### src/rtl/clk_div_pkg.sv
// Shared types and constants for the programmable clock divider.
package clk_div_pkg;

    typedef enum logic {
        IDLE = 1'b0,
        RUN  = 1'b1
    } state_t;

    localparam int DIV_W_DEF = 8;
    localparam int DIV_MIN   = 2;

    // Length of the high phase of clk_p for divisor n: ceil(n/2).
    function automatic logic [31:0] ceil_half(input logic [31:0] n);
        return (n + 32'd1) >> 1;
    endfunction

endpackage

### src/rtl/clk_div_duty.sv
// Odd-divisor duty correction: a negedge retime of clk_p ANDed with clk_p
// trims half a source period off the high phase. Used only with CLKDIV_DUTY50_EN.
module clk_div_duty (
    input  logic clk_in,
    input  logic rst,
    input  logic clk_p,
    input  logic odd,
    output logic clk_out
);

    logic clk_n_d;
    logic clk_n_q;

    assign clk_n_d = clk_p;

    always_ff @(negedge clk_in or posedge rst) begin
        if (rst) begin
            clk_n_q <= 1'b0;
        end else begin
            clk_n_q <= clk_n_d;
        end
    end

    assign clk_out = odd ? (clk_p & clk_n_q) : clk_p;

endmodule

### src/rtl/clk_divider_prog.sv
// Programmable integer clock divider (N = 2..2^DIV_W-1) with glitch-free
// divisor reload and clean stop. Define CLKDIV_DUTY50_EN for 50% duty on odd N.
module clk_divider_prog
    import clk_div_pkg::*;
#(
    parameter int DIV_W    = DIV_W_DEF,
    parameter int DIV_INIT = 5
) (
    input  logic             clk_in,
    input  logic             rst,
    input  logic             en,
    input  logic [DIV_W-1:0] div_val,
    input  logic             div_load,
    output logic             clk_out,
    output logic             div_ack,
    output logic             div_err
);

    localparam logic [DIV_W-1:0] DIV_RST   = DIV_W'(DIV_INIT);
    localparam logic [DIV_W-1:0] DIV_FLOOR = DIV_W'(DIV_MIN);

    state_t           state_q, state_d;
    logic [DIV_W-1:0] cnt_q, cnt_d;
    logic [DIV_W-1:0] div_q, div_d;
    logic [DIV_W-1:0] pend_q, pend_d;
    logic             pend_vld_q, pend_vld_d;
    logic             clk_p_q, clk_p_d;
    logic             ack_q, ack_d;
    logic             err_q, err_d;

    logic load_ok;
    logic tc;
    logic boundary;

    assign load_ok  = div_load && (div_val >= DIV_FLOOR);
    assign tc       = (state_q == RUN) && (cnt_q == div_q - DIV_W'(1));
    assign boundary = (state_q == IDLE) || tc;

    always_comb begin
        state_d    = state_q;
        cnt_d      = cnt_q;
        div_d      = div_q;
        pend_d     = pend_q;
        pend_vld_d = pend_vld_q;
        ack_d      = 1'b0;
        err_d      = div_load && !load_ok;

        // A load landing exactly on TC bypasses the pending register.
        if (tc && load_ok) begin
            div_d      = div_val;
            pend_vld_d = 1'b0;
            ack_d      = 1'b1;
        end else begin
            if (boundary && pend_vld_q) begin
                div_d      = pend_q;
                pend_vld_d = 1'b0;
                ack_d      = 1'b1;
            end
            if (load_ok) begin
                pend_d     = div_val;
                pend_vld_d = 1'b1;
            end
        end

        case (state_q)
            IDLE: begin
                cnt_d = '0;
                if (en) begin
                    state_d = RUN;
                end
            end
            RUN: begin
                if (tc) begin
                    cnt_d = '0;
                    if (!en) begin
                        state_d = IDLE;
                    end
                end else begin
                    cnt_d = cnt_q + DIV_W'(1);
                end
            end
            default: begin
                state_d = IDLE;
                cnt_d   = '0;
            end
        endcase

        // Registered so clk_p lines up with the cycle whose cnt it describes.
        clk_p_d = (state_d == RUN) && (32'(cnt_d) < ceil_half(32'(div_d)));
    end

    always_ff @(posedge clk_in or posedge rst) begin
        if (rst) begin
            state_q    <= IDLE;
            cnt_q      <= '0;
            div_q      <= DIV_RST;
            pend_q     <= '0;
            pend_vld_q <= 1'b0;
            clk_p_q    <= 1'b0;
            ack_q      <= 1'b0;
            err_q      <= 1'b0;
        end else begin
            state_q    <= state_d;
            cnt_q      <= cnt_d;
            div_q      <= div_d;
            pend_q     <= pend_d;
            pend_vld_q <= pend_vld_d;
            clk_p_q    <= clk_p_d;
            ack_q      <= ack_d;
            err_q      <= err_d;
        end
    end

    assign div_ack = ack_q;
    assign div_err = err_q;

`ifdef CLKDIV_DUTY50_EN
    clk_div_duty u_duty (
        .clk_in  (clk_in),
        .rst     (rst),
        .clk_p   (clk_p_q),
        .odd     (div_q[0]),
        .clk_out (clk_out)
    );
`else
    assign clk_out = clk_p_q;
`endif

endmodule
### config.mk
export PLATFORM = sky130hd
export DESIGN_NAME = clk_divider_prog
export DESIGN_NICKNAME = d
export VERILOG_FILES = /design/src/rtl/clk_div_pkg.sv /design/src/rtl/clk_div_duty.sv /design/src/rtl/clk_divider_prog.sv
export SDC_FILE = /design/constraint.sdc
export NUM_CORES = 1
export LEC_CHECK = 0
export CAP_MARGIN = 10
export CORE_AREA = 8 8 68 70
export CTS_BUF_LIST = sky130_fd_sc_hd__clkbuf_2
export CTS_CLUSTER_DIAMETER = 60
export DETAILED_ROUTE_END_ITERATION = 8
export DIE_AREA = 0 0 76 78
export PLACE_DENSITY = 0.77
export SYNTH_ARGS = -nofsm -noshare
export SYNTH_HDL_FRONTEND = slang
export SYNTH_HIERARCHICAL = 1
export SYNTH_SLANG_ARGS = --single-unit
### constraint.sdc
create_clock -name clk_in -period 3.4 [get_ports clk_in]
set_input_delay 0.51 -clock clk_in [delete_from_list [all_inputs] [get_ports clk_in]]
set_output_delay 0.51 -clock clk_in [all_outputs]
set_load 0.01 [all_outputs]
==> flow_summary.ini <==
[outcome]
status = complete, but fails checks
violations = setup timing

[die]
core_mm2 = 0.00355
initial_utilization_pct = 52.7
die_area_mm2 = 0.00593
die-width_um = 76
io_pins = 15
row_count = 22
die_y_um = 78

[finish]
utilization_pct = 72.7
drive_gt1_share_pct = 36.2
n_antenna_cell = 0
area_growth_pct = 37.9
nets = 265

[worst_setup_path]
critical_path_class = reg2reg
start_kind = flop
crit_path_max_fanout = 7
worstSetupEndpointType = flop
crit_arrival_ns = 3.93
worstPathRequired_ns = 3.72

[sta]
setup_ws_ns = -0.210
rsz0062_at_grt = yes
finalCriticalPeriod_ns = 3.61
slew-limit-headroom_pct = 70.6
worst_pin_slew_ns = 0.442
setup_viol = 1
setup_tns_ns = -0.210
hold_violations = 0
period_share_pct = 106
slew_violations = 0
clock_skew_ns = 0.00904
max_freq_ghz = 0.277

[cts]
clockBufferDepth = 2
worstSkewPairLatency_ns = 0.37
cts.reportedPaths.clkPinSlew_ns = 0.14
cts_tree = done
root_buffer = clkbuf_2
cts_max_level = 2
cts_buffers = 5
cts.sinks = 29

[power]
p_leak_nw = 1.20
ir_worst_vdd_mv = 0.249
power_density_mw_per_mm2 = 227
total_power_w = 0.000587

[yosys]
synth-main-ff-cell = dfrtp_1
yosysTopAreaCell = dfrtp_1
ys.warnings.count = 6
synth-async-reset-ratio_pct = 100
syn_nets = 204
ys_seq_area_share_pct = 38.9
synth_top_cell_area_share_pct = 36.1
synth_cell_types = 49
synth-edff-count = 0
netlist_area_mm2 = 0.00187
synthTopCellsByArea = dfrtp_1, ha_1, xor2_1, mux2_2, xnor2_1
synth_cells = 182
ys_ff_latch = 29
synth_area_per_cell_um2 = 10.3

[routing]
drt-initial-drc-count = 87
vias = 1674
post-route-drc-count = 0
via_per_inst = 5.75
routedWlPerCell_um = 17.5
firstDrtPassIters = 4
detail-route-antenna-nets = 0
drt-total-wl_um = 5080

[global_routing]
grt_use_total_pct = 17.2
grt_max_degree = 30
overflow = 0
antenna_found_initial = 0
first_global_vias = 1769
grt_pass1_wl_um = 8280

[placement]
portBuffers = 14
dp_hpwl_um = 3760
gp_congestion = 0.903

[job]
max_cap_viol_count = 0

[hold_path]
hp-class = in2async
power by group:
| group | total (W) | internal [W] | leakage, nW | switching (W) |
|---|---|---|---|---|
| registers | 0.000361 | 0.000355 | 0.319 | 0.00000598 |
| clock network | 0.000167 | 0.0000478 | 0.0265 | 0.000119 |
| logic | 0.0000599 | 0.0000369 | 0.858 | 0.0000229 |
| total | 0.000587 | 0.000440 | 1.20 | 0.000148 |
state kept, by name, indices dropped and copies added (netlist names):
| name | flops |
|---|---|
| div_err | 1 |
| cnt_q | 8 |
| pend_vld_q | 1 |
| clk_out | 1 |
| div_q | 8 |
| state_q | 1 |
| div_ack | 1 |
| pend_q | 8 |
cell families (layout without fill, tap and decap cells):
kind of cell             count (synthesis)  in the layout  synth area share [%]
AO/OA/AOI/OAI                           29             29                  13.6
XOR/XNOR                                22             22                  10.3
adder cells (fa/ha/maj)                 10             10                  6.68
buffers and inverters                   11             72                  2.87
flip-flops                              29             29                  38.9
multiplexers                             9              9                  5.34
AND/OR/NAND/NOR                         72             72                  22.3
cell usage after synthesis (all sizes together) (4+ instances only):
| cell | n |
|---|---|
| a21oi | 4 |
| a2bb2oi | 6 |
| a31oi | 5 |
| and3 | 4 |
| dfrtp | 27 |
| ha | 10 |
| inv | 6 |
| mux2 | 8 |
| nand2 | 18 |
| nand3 | 11 |
| nor2 | 19 |
| o21ai | 4 |
| xnor2 | 9 |
| xor2 | 13 |
routing by layer:
metal,global-route usage [%],vias up,wire length [um]
met5,0,-,0
met2,31.4,53,2650
met3,3.80,22,212
met1,18.9,825,2050
li1,-,774,-
met4,6.47,0,170
worst paths after layout:
| path | from | end | slack (ns) | cells after the start |
|---|---|---|---|---|
| setup / recovery | div_q[0]$_DFF_PP1_ | clk_out$_DFF_PP0_ | -0.21 | 18 |
| hold / removal | rst | pend_vld_q$_DFFE_PP0P_ | 0.37 | 2 |
| hold reg to reg | pend_q[5]$_DFFE_PP0P_ | pend_q[5]$_DFFE_PP0P_ | 0.53 | 1 |
| max in group asynchronous | rst | div_q[0]$_DFF_PP1_ | 2.53 | 3 |
| min in group clk_in | pend_q[5]$_DFFE_PP0P_ | pend_q[5]$_DFFE_PP0P_ | 0.53 | 1 |
| setup reg to reg | div_q[0]$_DFF_PP1_ | clk_out$_DFF_PP0_ | -0.21 | 18 |
worst max-delay path, stage by stage, from the launching register on:
cell,delay [ns]
dfstp_2,0.56
inv_2,0.04
ha_4,0.16
xor2_2,0.15
xnor2_2,0.14
a32oi_2,0.21
nor4_4,0.07
buf_4,0.16
a21boi_4,0.20
clkbuf_16,0.19
a2bb2oi_2,0.18
a31oi_4,0.13
ha_2,0.21
buf_4,0.13
xor2_1,0.15
ha_1,0.28
a21o_1,0.16
a21oi_1,0.17
o2111a_1,0.23
cell usage in the layout, fill, tap and decap left out, drive strengths merged, types with 5 or more instances in the layout:
cell and instances:
mux2 8, inv 6, buf 44, dfrtp 27
clkdlybuf4s50 14, nand3 11, nor2 19, xnor2 9
ha 10, clkbuf 7, a2bb2oi 6, nand2 18
xor2 13, a31oi 5
through the flow:
step	cells	hold WS, ns	setup slack, ns	area (um^2)
floorplan	182	0.480	-0.125	1920
global placement	275	0.496	-0.155	2370
detailed placement	275	0.504	-0.397	2370
CTS	288	0.536	-0.196	2520
global route	291	0.391	-0.395	2580
finish	291	0.375	-0.210	2580
cell type report:
cell class              count  area [um^2]
flip-flops and latches     29          728
clock buffers               6         30.0
multi-input cells         142         1190
inverters                   6         22.5
clock inverters             1         3.75
repair buffers             59          544
fillers                   235          968
well taps                  48         60.1
what timing repair did:
item                                    CTS  global route
cloned                                    0             1
hold buffers                              0             0
pin swaps                                10             6
gates resized for setup                   9             2
endpoints found under the setup margin    1             1
setup buffers                             6             1
No activity file was read; power rests on OpenSTA's default activity.
